[src/rtl/univ_shift_reg_pkg.sv]
// Shared definitions for the universal shift register: mode encoding and FSM states.
package univ_shift_reg_pkg;

  localparam logic [2:0] MODE_HOLD  = 3'd0;
  localparam logic [2:0] MODE_SHL   = 3'd1;
  localparam logic [2:0] MODE_SHR   = 3'd2;
  localparam logic [2:0] MODE_ROTL  = 3'd3;
  localparam logic [2:0] MODE_ROTR  = 3'd4;
  localparam logic [2:0] MODE_LOAD  = 3'd5;
  localparam logic [2:0] MODE_CLEAR = 3'd6;

  typedef enum logic [1:0] {ST_IDLE, ST_RUN, ST_FIN} state_t;

  // Only the four shift/rotate modes are eligible for bursts.
  function automatic logic is_shift_mode(input logic [2:0] m);
    return (m == MODE_SHL) || (m == MODE_SHR) || (m == MODE_ROTL) || (m == MODE_ROTR);
  endfunction

endpackage

[src/rtl/univ_shift_reg_step.sv]
// Combinational one-step shifter shared by single-step and burst paths.
module usr_step
  import univ_shift_reg_pkg::*;
#(
  parameter int WIDTH = 8
) (
  input  logic [WIDTH-1:0] q,
  input  logic [2:0]       mode,
  input  logic             sin,
  input  logic [WIDTH-1:0] d,
  output logic [WIDTH-1:0] next_q,
  output logic             out_bit,
  output logic             shifted
);

  always_comb begin
    next_q  = q;
    out_bit = 1'b0;
    shifted = 1'b0;
    case (mode)
      MODE_SHL: begin
        next_q  = {q[WIDTH-2:0], sin};
        out_bit = q[WIDTH-1];
        shifted = 1'b1;
      end
      MODE_SHR: begin
        next_q  = {sin, q[WIDTH-1:1]};
        out_bit = q[0];
        shifted = 1'b1;
      end
      MODE_ROTL: begin
        next_q  = {q[WIDTH-2:0], q[WIDTH-1]};
        out_bit = q[WIDTH-1];
        shifted = 1'b1;
      end
      MODE_ROTR: begin
        next_q  = {q[0], q[WIDTH-1:1]};
        out_bit = q[0];
        shifted = 1'b1;
      end
      MODE_LOAD:  next_q = d;
      MODE_CLEAR: next_q = '0;
      default:    next_q = q;
    endcase
  end

endmodule

[src/rtl/univ_shift_reg.sv]
// Universal shift register with single-step operations and counted shift bursts.
module univ_shift_reg
  import univ_shift_reg_pkg::*;
#(
  parameter int WIDTH = 8,
  parameter int CNTW  = $clog2(WIDTH) + 1
) (
  input  logic             clk,
  input  logic             rst,
  input  logic             en,
  input  logic             start,
  input  logic [2:0]       mode,
  input  logic [CNTW-1:0]  nshift,
  input  logic             sin,
  input  logic [WIDTH-1:0] d,
  output logic [WIDTH-1:0] q,
  output logic             sout,
  output logic             busy,
  output logic             done
);

  state_t            state, state_nxt;
  logic [CNTW-1:0]   cnt, cnt_nxt;
  logic [2:0]        mode_r, mode_nxt;
  logic [2:0]        step_mode;
  logic              step_en;
  logic [WIDTH-1:0]  next_q;
  logic              out_bit, shifted;

  usr_step #(.WIDTH(WIDTH)) u_step (
    .q       (q),
    .mode    (step_mode),
    .sin     (sin),
    .d       (d),
    .next_q  (next_q),
    .out_bit (out_bit),
    .shifted (shifted)
  );

  always_comb begin
    state_nxt = state;
    cnt_nxt   = cnt;
    mode_nxt  = mode_r;
    step_en   = 1'b0;
    step_mode = mode;
    busy      = 1'b0;
    done      = 1'b0;
    case (state)
      ST_IDLE: begin
        // start wins over en; an ineligible start mode is simply dropped
        if (start) begin
          if (is_shift_mode(mode)) begin
            mode_nxt  = mode;
            cnt_nxt   = nshift;
            state_nxt = (nshift == '0) ? ST_FIN : ST_RUN;
          end
        end else if (en) begin
          step_en = 1'b1;
        end
      end
      ST_RUN: begin
        busy      = 1'b1;
        step_en   = 1'b1;
        step_mode = mode_r;
        cnt_nxt   = cnt - CNTW'(1);
        if (cnt == CNTW'(1)) state_nxt = ST_FIN;
      end
      ST_FIN: begin
        done      = 1'b1;
        state_nxt = ST_IDLE;
      end
      default: state_nxt = ST_IDLE;
    endcase
  end

  always_ff @(posedge clk or posedge rst) begin
    if (rst) begin
      state  <= ST_IDLE;
      cnt    <= '0;
      mode_r <= MODE_HOLD;
      q      <= '0;
      sout   <= 1'b0;
    end else begin
      state  <= state_nxt;
      cnt    <= cnt_nxt;
      mode_r <= mode_nxt;
      if (step_en) q <= next_q;
      if (step_en && shifted) sout <= out_bit;
    end
  end

endmodule

[config.mk]
export PLATFORM = sky130hd
export DESIGN_NAME = univ_shift_reg
export DESIGN_NICKNAME = d
export VERILOG_FILES = /design/src/rtl/univ_shift_reg_pkg.sv /design/src/rtl/univ_shift_reg_step.sv /design/src/rtl/univ_shift_reg.sv
export SDC_FILE = /design/constraint.sdc
export NUM_CORES = 1
export LEC_CHECK = 0
export CAP_MARGIN = 20
export CORE_ASPECT_RATIO = 0.8
export CORE_UTILIZATION = 45
export CTS_CLUSTER_DIAMETER = 150
export DETAILED_ROUTE_END_ITERATION = 12
export PLACE_DENSITY = 0.74
export SYNTH_ARGS = -nofsm -noshare
export SYNTH_HDL_FRONTEND = slang
export SYNTH_SLANG_ARGS = --single-unit
[constraint.sdc]
create_clock -name clk -period 3.6 [get_ports clk]
set_clock_uncertainty 0.1 [all_clocks]
set_input_delay 0.54 -clock clk [delete_from_list [all_inputs] [get_ports clk]]
set_output_delay 0.54 -clock clk [all_outputs]
set_load 0.01 [all_outputs]
======== After elaboration in Yosys (flattened, before gate mapping) ========
Cells that the tools add are included.
word-level totals
  word-level logic and storage cells ...... 54
  input port bits ......................... 20
  register bits ........................... 18
cells by class
  multiplexer cells ....................... 17
  $add $sub $neg .......................... 1
  reduce and logical (&&, ||, !) cells .... 15
  eq/ne operators ......................... 16
operator list
  kind                                              count
  case mux 8 bit (6 select lines)                   1
  == test 3 x 2 -> 1 bit, second input constant     4
  == test 3 bit, second input constant              4
  AND reduction 3 bit                               3
  two-way mux 2 bit                                 4
  two-way mux 4 bit                                 2
  case mux 4 bit (2 select lines)                   1
  == test 3 x 1 -> 1 bit, second input constant     2
  inequality test 2 bit, second input constant      3
  nonzero test 6 bit                                1
  two-way mux 1 bit                                 5
  == test 4 x 1 -> 1 bit, second input constant     1
  logical NOT 4 bit                                 1
  case mux 1 bit (2 select lines)                   2
  case mux 2 bit (2 select lines)                   1
  OR reduction 2 bit                                2
  OR reduction 4 bit                                1
  subtractor 4 x 1 -> 4 bit, second input constant  1
  logical OR 1 bit                                  3
  two-way mux 3 bit                                 1
  == test 2 x 1 -> 1 bit, second input constant     1
  == test 2 bit, second input constant              1
  logical NOT 2 bit                                 1
  AND reduction 2 bit                               1
  other kinds (2)                                   2

======== Logic depth before layout (Yosys ltp) ========
Gate-level depths: netlist (run 1).
  depth in word-level cells ............... 7
  gate-level depth with buffers ........... 8
  mapped depth without buffers ............ 6

======== Cells and area by module ========
From an unflattened synthesis (run 1), not the netlist that was laid out.
second synthesis, totals
  cell total of the unflattened synthesis .. 174
  area, all modules ....................... 1514.0 µm²
by module, submodules not included
  module          instances  sequential area each (µm²)  cells an instance  area an instance (µm²)
  univ_shift_reg  1          450.4                       94                 998.5
  usr_step        1          0.0                         80                 515.5

======== Least setup slack after synthesis (run 1) ========
OpenSTA, ideal clock, no wires.
  path kind ............................... input to register
  start ................................... in mode[0]
  end ..................................... reg cnt[0]
  path slack .............................. 1.707 ns
  stages .................................. 5
  buffers on the path ..................... 0
  library setup time ...................... 0.138 ns
  arrival time ............................ 1.655 ns
  cells stage by stage .................... or3_1 -> a311oi_2 -> nor2_1 -> a211oi_1 -> a31oi_1
on the way
  cells in the longest elaborated chain, start to end .. 6
  elaborated cells on any way between the ends .. 9
RTL lines
  item                                                                     RTL line                  text
  start, declared                                                          univ_shift_reg.sv:12      input logic [2:0] mode,
  == test 3 x 1 -> 1 bit / == test 3 x 2 -> 1 bit (equally long branches)  univ_shift_reg_pkg.sv:16  return (m == MODE_SHL) || (m == MODE_SHR) || (m == MODE_ROTL) || (m == MODE_ROTR);
  logical OR 1 bit (2 in a row)                                            univ_shift_reg_pkg.sv:16
  logical OR 1 bit (*)                                                     univ_shift_reg_pkg.sv:16
  inequality test 2 bit (no line) (*)                                      n/a
  AND reduction 3 bit (no line) (*)                                        n/a
  end signal, assigned                                                     univ_shift_reg.sv:85      cnt <= cnt_nxt;
  end, declared                                                            univ_shift_reg.sv:23      logic [CNTW-1:0] cnt, cnt_nxt;
Every way passes the cells marked *; elsewhere a longest branch is shown, timed or not.
A chain may end at the register's enable or synchronous reset.

======== Final worst setup path (run 1) ========
  start ................................... reg state[0]
  end ..................................... out busy
on the way
  cells in the longest elaborated chain, start to end .. 2
RTL lines
  item                    RTL line              text
  start, declared         univ_shift_reg.sv:22  state_t state, state_nxt;
  start signal, assigned  univ_shift_reg.sv:84  state <= state_nxt;
  == test 2 x 1 -> 1 bit  univ_shift_reg.sv:48  case (state)
  two-way mux 1 bit       univ_shift_reg.sv:48
  end, declared           univ_shift_reg.sv:18  output logic busy,
Every way passes these cells.

==> results of run 1 <==
-- cells by family after synthesis --
logic type                 after synthesis  synth area share [%]
buffers and inverters                   11                  6.22
AOI/OAI and AO/OA                       42                  26.7
and+or+nand+nor                         40                  18.1
DFF                                     18                  36.7
xor gates and xnor gates                 1                 0.714
muxes                                   10                  9.49
adders and majority gates                2                  2.04
-- layer usage --
metal | up-vias | global-route usage [%] | share of wire (%)
li1 | 534 | - | -
met1 | 541 | 34.2 | 49
met2 | 48 | 30.2 | 43
met3 | 2 | 6.15 | 7.2
met4 | 0 | 5.04 | 0.82
met5 | - | 0 | 0
-- state kept, by name, summed over array words and instances, names as in the netlist --
signal,flops
sout,1
state,2
q,8
mode_r,3
cnt,4
-- how the worst max path moves through the flow --
stage | startpoint | cells after the start | to | slack, ps
floorplan | mode[0] | 5 | cnt[0]$_DFFE_PP0P_ | 1710
global placement | mode[0] | 6 | cnt[0]$_DFFE_PP0P_ | 1120
detailed placement | mode[1] | 6 | cnt[0]$_DFFE_PP0P_ | 930
CTS | state[0]$_DFFE_PP0P_ | 3 | busy | 1090
global route | state[0]$_DFFE_PP0P_ | 3 | busy | 970
finish | state[0]$_DFFE_PP0P_ | 3 | busy | 1060
-- layout make-up --
cell class | instances | area share, %
Multi-Input combinational cell | 95 | 45.1
Clock buffer | 4 | 2.34
Tap cell | 36 | 2.91
Timing Repair Buffer | 30 | 19.4
Inverter | 5 | 1.21
Sequential cell | 18 | 29.1
-- worst register-to-register path, stage by stage, from the launching register on --
cell and delay (ps):
dfrtp_1 600, nand2b_4 190, inv_2 230, mux2_2 380, and4_1 150, o21ba_2 190, mux2_1 300
-- power groups by stage --
| stage | clock network (mW) | logic, mW | registers, mW |
|---|---|---|---|
| 6_report | 0.127 | 0.865 | 0.450 |
| 5_1_grt | 0.142 | 0.965 | 0.463 |
| 4_1_cts | 0.132 | 0.859 | 0.444 |
| 3_5_place_dp | 0 | 0.856 | 0.449 |
| 3_3_place_gp | 0 | 0.832 | 0.439 |
| 2_1_floorplan | 0 | 0.666 | 0.419 |
-- metrics by stage --
step / std cells / worst slack, ps / area [sq um] / util (%) / power (mW)
2_1_floorplan: 124 / 1710 / 1230 / - / 1.08
3_3_place_gp: 184 / 1120 / 1510 / 60.0 / 1.27
3_5_place_dp: 184 / 928 / 1510 / 60.0 / 1.30
4_1_cts: 188 / 1090 / 1550 / 61.5 / 1.43
5_1_grt: 188 / 967 / 1550 / 61.5 / 1.57
6_report: 188 / 1060 / 1550 / 61.5 / 1.44
-- layout by cell type (no fill, tap or decap), drive strengths merged, types with 2 or more instances in the layout --
cell type	netlist	routed
a222oi	7	7
nand3	2	2
inv	5	5
ha	2	2
a31oi	2	2
clkdlybuf4s50	0	30
a21oi	8	8
nand2b	4	4
a211oi	2	2
clkbuf	0	4
nor2	12	12
o21ba	2	2
nor2b	3	3
a22oi	2	2
o21ai	9	9
nor3	3	3
nand2	8	8
mux2i	3	3
dfrtp	18	18
nand4bb	2	2
a22o	2	2
mux2	7	7
==> flow_summary.rst, run 1 <==
.. list-table::
   :header-rows: 1

   * - Metric
     - Value
   * - Max-slew violations
     - 0
   * - Worst Hold Launch
     - sout$_DFFE_PP0P_
   * - CTS hold repair buffers
     - 0
   * - Internal
     - 0.813 mW
   * - Portion of the post-synthesis area used by sequential elements
     - 36.7%
   * - Router iterations before antenna repair
     - 7
   * - Aggregate global routing overflow
     - 0
   * - Switching share of total power
     - 43.6%
   * - Final Hold Viols
     - 0
   * - Die Y
     - 48.7 um
   * - Syn Nets
     - 146
   * - Cell types with the largest area share after synthesis
     - dfrtp_1 (37%), a222oi_1 (5.7%), buf_6 (3.7%), mux2_2 (3.7%), nor2_1 (3.7%)
   * - Cells along the critical path
     - nand2b_4 > inv_2 > clkdlybuf4s50_1
   * - Area of the multi-input gates
     - 699 sq um
   * - Tightest Pin Transition
     - 692 ps
   * - Clk network pwr share
     - 8.8%
   * - Startpoint-to-endpoint class of the critical path
     - reg -> out
   * - Peak supply drop
     - 0.000410 V
   * - Routed wire length
     - 2.94 mm
   * - Post-CTS repair timing setup buffer count
     - 0
   * - Setup crit start kind
     - flop
   * - Slowest-stage cell, CP
     - dfrtp_1
   * - Clock Latency Late Sink
     - 300 ps
   * - Switch Pwr
     - 0.628 mW
   * - Number of maximum-capacitance violations
     - 0
   * - Critical path fanouts, max
     - 13
   * - Leading cell type by number of instances after synthesis
     - dfrtp_1
   * - Maximum single-stage delay on the critical path
     - 600 ps
   * - Post-layout min period
     - 2540 ps
   * - Sequential fraction of design power
     - 31.2%
   * - Global placer's final weighted congestion
     - 0.945
   * - Fmax
     - 394 MHz
   * - Cell count after synthesis
     - 124
   * - Cells on Worst Hold Path
     - 1
   * - TritonCTS clock tree
     - built
   * - Number of antenna diodes
     - 0
   * - H-Tree Depth
     - 1
   * - Status
     - finished clean
   * - Site row count
     - 16
   * - Final layout net count
     - 175
   * - Port-buffer cells
     - 30
   * - Leak pwr
     - 0.624 nW
   * - Portion of the clock cycle consumed by the worst path in the final layout
     - 70.5%
   * - Most used flip-flop cell after synthesis
     - dfrtp_1
   * - Storage cell area
     - 450 sq um
   * - 1st-iter DRT viols
     - 109
   * - Post-detailed-route wirelength per cell
     - 15.6 um
   * - Synth warn
     - 0
   * - Critical path data required time
     - 2960 ps
   * - Synth async-reset ratio
     - 100%
   * - DRC violation count after routing
     - 0
   * - Netlist area before placement
     - 1230 sq um
   * - Total via count after detailed routing
     - 1125
   * - Max clock buf depth
     - 2
   * - Setup TNS after final layout
     - 0 ps
   * - Number of global-route vias before repair
     - 995
   * - Number of antenna violations at the first check in global routing
     - 0
   * - Slew margin rel.
     - 53.8%
   * - Post-cts gate resize count
     - 0
   * - Die Width
     - 60.4 um
   * - Total of fill cells in the finished design
     - 235
   * - CP Capture Type
     - primary output
   * - Number of buffers inserted during clock tree synthesis
     - 3
   * - Root buffer selected by CTS
     - clkbuf_4
   * - Share of power burned in combinational logic
     - 60.0%
   * - Core area
     - 2520 sq um
   * - Classification of the worst-slack hold path
     - reg -> reg
   * - Count of flip-flops with a built-in enable after synthesis
     - 0
   * - End of the worst register-to-register path
     - sout$_DFFE_PP0P_
   * - Post-Synthesis Mean Instance Area
     - 9.89 sq um
   * - Setup violations, final
     - 0
   * - Via density per instance
     - 5.98
   * - Commonest cells in the netlist
     - dfrtp_1 (18), nor2_1 (12), a21oi_1 (8), nand2_1 (8), o21ai_0 (8)
   * - Growth of design area from synthesis to finish
     - 26.4%
   * - Ratio of total power to cell area
     - 930 nW/um^2
   * - Remaining antenna violation count after routing
     - 0
   * - Min Hold Slack
     - 415 ps
   * - Cell family with the largest share of critical-path delay
     - buffers and inverters
   * - Global-route usage over all layers
     - 22.2%
   * - Area share of the largest cell type after synthesis
     - 36.7%
   * - Top cell type by total area after synthesis
     - dfrtp_1
   * - Flip-flop and latch count after synthesis
     - 18
   * - Boundary Pins
     - 31
   * - CP bufs+invs
     - 2
   * - Cell depth of the worst flop-to-flop path
     - 6
   * - Initial core utilization
     - 48.6%
   * - Die area
     - 2940 sq um
   * - End point of the worst hold path
     - sout$_DFFE_PP0P_
   * - Clk sinks
     - 18
   * - Maximum number of pins on one net before global-route repair
     - 19
   * - Global-route wire length before repair
     - 4.91 mm
   * - Ratio of cells with drive above 1 in the final layout
     - 11.8%
   * - Clock Pin Slew Worst Setup and Hold Paths
     - 100 ps
   * - Unrepaired setup endpoints after global routing
     - no
   * - Worst path arrival time
     - 1900 ps
   * - Worst reg-to-reg setup slack
     - 1350 ps
   * - Placed wire-length estimate
     - 2.17 mm
   * - Distinct cell type count after synthesis
     - 43
   * - Critical register-to-register path startpoint
     - state[0]$_DFFE_PP0P_
Note: power is estimated with default switching activity, not from simulation.
==> run 2, diff against run 1 <==
clock period = 2.38 ns   (was 3.6 ns; I/O delays follow)
==> flow_summary.rst, run 2 (synthesis gave the netlist of run 1 again) <==
.. list-table::
   :header-rows: 1

   * - Metric
     - Value
   * - Core area
     - 2520 sq um (unchanged)
   * - Port-buffer cells
     - 30 (unchanged)
   * - Max-slew violations
     - 0 (unchanged)
   * - Ratio of cells with drive above 1 in the final layout
     - 14.1% (was 11.8%)
   * - Boundary Pins
     - 31 (unchanged)
   * - CTS hold repair buffers
     - 0 (unchanged)
   * - Initial core utilization
     - 48.6% (unchanged)
   * - Router iterations before antenna repair
     - 4 (was 7)
   * - Max clock buf depth
     - 2 (unchanged)
   * - Die Y
     - 48.7 um (unchanged)
   * - Placed wire-length estimate
     - 2.30 mm (was 2.17 mm)
   * - Number of buffers inserted during clock tree synthesis
     - 3 (unchanged)
   * - Cells along the critical path
     - nand2b_4 > inv_2 > buf_4 > clkdlybuf4s50_1 (was nand2b_4 > inv_2 > clkdlybuf4s50_1)
   * - CP Capture Type
     - primary output (unchanged)
   * - CP bufs+invs
     - 3 (was 2)
   * - Status
     - finished clean (unchanged)
   * - Post-layout min period
     - 2240 ps
   * - Slew margin rel.
     - 55.1% (was 53.8%)
   * - Clk sinks
     - 18 (unchanged)
   * - Routed wire length
     - 3.02 mm (was 2.94 mm)
   * - Worst path arrival time
     - 1790 ps (was 1900 ps)
   * - Die Width
     - 60.4 um (unchanged)
   * - Ratio of total power to cell area
     - 1390 nW/um^2 (was 930 nW/um^2)
   * - Slowest-stage cell, CP
     - clkdlybuf4s50_1 (was dfrtp_1)
   * - Maximum single-stage delay on the critical path
     - 550 ps (was 600 ps)
   * - Root buffer selected by CTS
     - clkbuf_4 (unchanged)
   * - Critical path fanouts, max
     - 11 (was 13)
   * - TritonCTS clock tree
     - built (unchanged)
   * - Peak supply drop
     - 0.000676 V (was 0.000410 V)
   * - Number of antenna violations at the first check in global routing
     - 0 (unchanged)
   * - Cell depth of the worst flop-to-flop path
     - 5 (was 6)
   * - Global-route usage over all layers
     - 23.6% (was 22.2%)
   * - Clock Latency Late Sink
     - 290 ps (was 300 ps)
   * - Commonest non-fill, non-tap cells in the layout
     - clkdlybuf4s50_1 (30), dfrtp_1 (18), nor2_1 (12) (unchanged)
   * - Tightest Pin Transition
     - 673 ps (was 692 ps)
   * - Flip-flop count of the largest register, all copies and words added
     - 8 (unchanged)
   * - DRC violation count after routing
     - 0 (unchanged)
   * - End of the worst register-to-register path
     - q[5]$_DFFE_PP0P_ (was sout$_DFFE_PP0P_)
   * - H-Tree Depth
     - 1 (unchanged)
   * - Total via count after detailed routing
     - 1119 (was 1125)
   * - Post-cts gate resize count
     - 0 (unchanged)
   * - Aggregate global routing overflow
     - 0 (unchanged)
   * - Fmax
     - 446 MHz
   * - Number of antenna diodes
     - 0 (unchanged)
   * - Top register by number of flip-flops
     - q (unchanged)
   * - Maximum number of pins on one net before global-route repair
     - 19 (unchanged)
   * - Cell family with the largest share of critical-path delay
     - buffers and inverters (unchanged)
   * - Unrepaired setup endpoints after global routing
     - no (unchanged)
   * - Post-detailed-route wirelength per cell
     - 15.7 um (was 15.6 um)
   * - Number of stages on the worst setup path
     - 4 (was 3)
   * - Leak pwr
     - 0.641 nW (was 0.624 nW)
   * - Via density per instance
     - 5.83 (was 5.98)
   * - Critical path data required time
     - 1920 ps (was 2960 ps)
   * - Critical register-to-register path startpoint
     - state[1]$_DFFE_PP0P_ (was state[0]$_DFFE_PP0P_)
   * - Min Hold Slack
     - 349 ps (was 415 ps)
   * - 1st-iter DRT viols
     - 96 (was 109)
   * - Post-CTS repair timing setup buffer count
     - 0 (unchanged)
   * - Global placer's final weighted congestion
     - 0.897 (was 0.945)
   * - Clock Pin Slew Worst Setup and Hold Paths
     - 90 ps (was 100 ps)
   * - Total of fill cells in the finished design
     - 220 (was 235)
   * - Classification of the worst-slack hold path
     - in -> async (was reg -> reg)
   * - Startpoint-to-endpoint class of the critical path
     - reg -> out (unchanged)
   * - Die area
     - 2940 sq um (unchanged)
   * - Site row count
     - 16 (unchanged)
   * - Final Hold Viols
     - 0 (unchanged)
   * - Number of maximum-capacitance violations
     - 0 (unchanged)
   * - Remaining antenna violation count after routing
     - 0 (unchanged)
   * - Registers with the highest flip-flop counts
     - q x8, cnt x4, mode_r x3 (unchanged)
   * - Setup TNS after final layout
     - 0 ps (unchanged)
   * - Final layout net count
     - 180 (was 175)
   * - Setup violations, final
     - 0 (unchanged)
   * - Global-route wire length before repair
     - 5.20 mm (was 4.91 mm)
   * - Most common cell after layout, fill and taps aside
     - clkdlybuf4s50_1 (unchanged)
   * - Setup crit start kind
     - flop (unchanged)
   * - Worst reg-to-reg setup slack
     - 360 ps (was 1350 ps)
   * - Growth of design area from synthesis to finish
     - 28.4% (was 26.4%)
   * - Portion of the clock cycle consumed by the worst path in the final layout
     - 94.3%
   * - Number of global-route vias before repair
     - 1116 (was 995)
==> run 2: worst max-delay path by stage <==
stage,slack (ps),from,end
after global routing,80,state[1]$_DFFE_PP0P_,busy
final,140,state[1]$_DFFE_PP0P_,busy
after global placement,110,mode[1],cnt[0]$_DFFE_PP0P_
after detailed placement,40,mode[1],cnt[1]$_DFFE_PP0P_
after CTS,140,state[1]$_DFFE_PP0P_,busy
after floorplan,550,state[0]$_DFFE_PP0P_,q[2]$_DFFE_PP0P_
==> run 2: worst reg2reg max path, stage by stage (launching register included) <==
cell and delay [ps]:
dfrtp_1 370, nand2b_4 230, mux2i_1 330, nand2_1 240, a222oi_1 500, a21oi_1 130
==> run 2: layout make-up <==
type,count,area (sq um),share of cell area [%]
flip-flops and latches,18,450,28.6
well taps,36,45.0,2.86
multi-input cells,95,699,44.4
clock buffers,3,22.5,1.43
repair buffers,35,338,21.5
inverters,5,18.8,1.19
==> run 2: power breakdown <==
part           switching [mW]  internal [mW]
registers               0.181          0.466
clock network          0.0895         0.0590
logic                   0.678          0.710
==> run 2: metrics by stage <==
| step | instance area [sq um] | total power, mW | util, % | std cells | setup WS [ps] |
|---|---|---|---|---|---|
| 6_report | 1570 | 2.18 | 62.4 | 192 | 136 |
| 5_1_grt | 1570 | 2.39 | 62.4 | 192 | 83.6 |
| 4_1_cts | 1570 | 2.19 | 62.4 | 192 | 135 |
| 3_5_place_dp | 1550 | 2.02 | 61.5 | 189 | 39.1 |
| 3_3_place_gp | 1550 | 1.96 | 61.5 | 189 | 108 |
| 2_1_floorplan | 1230 | 1.64 | - | 124 | 549 |
==> run 2: per-layer routing <==
layer | vias up | share of wire, % | global-route usage [%]
met5 | - | 0 | 0
met4 | 0 | 2.5 | 7.36
met3 | 8 | 4.7 | 5.88
met2 | 37 | 45 | 34.1
met1 | 528 | 48 | 34.1
li1 | 546 | - | -
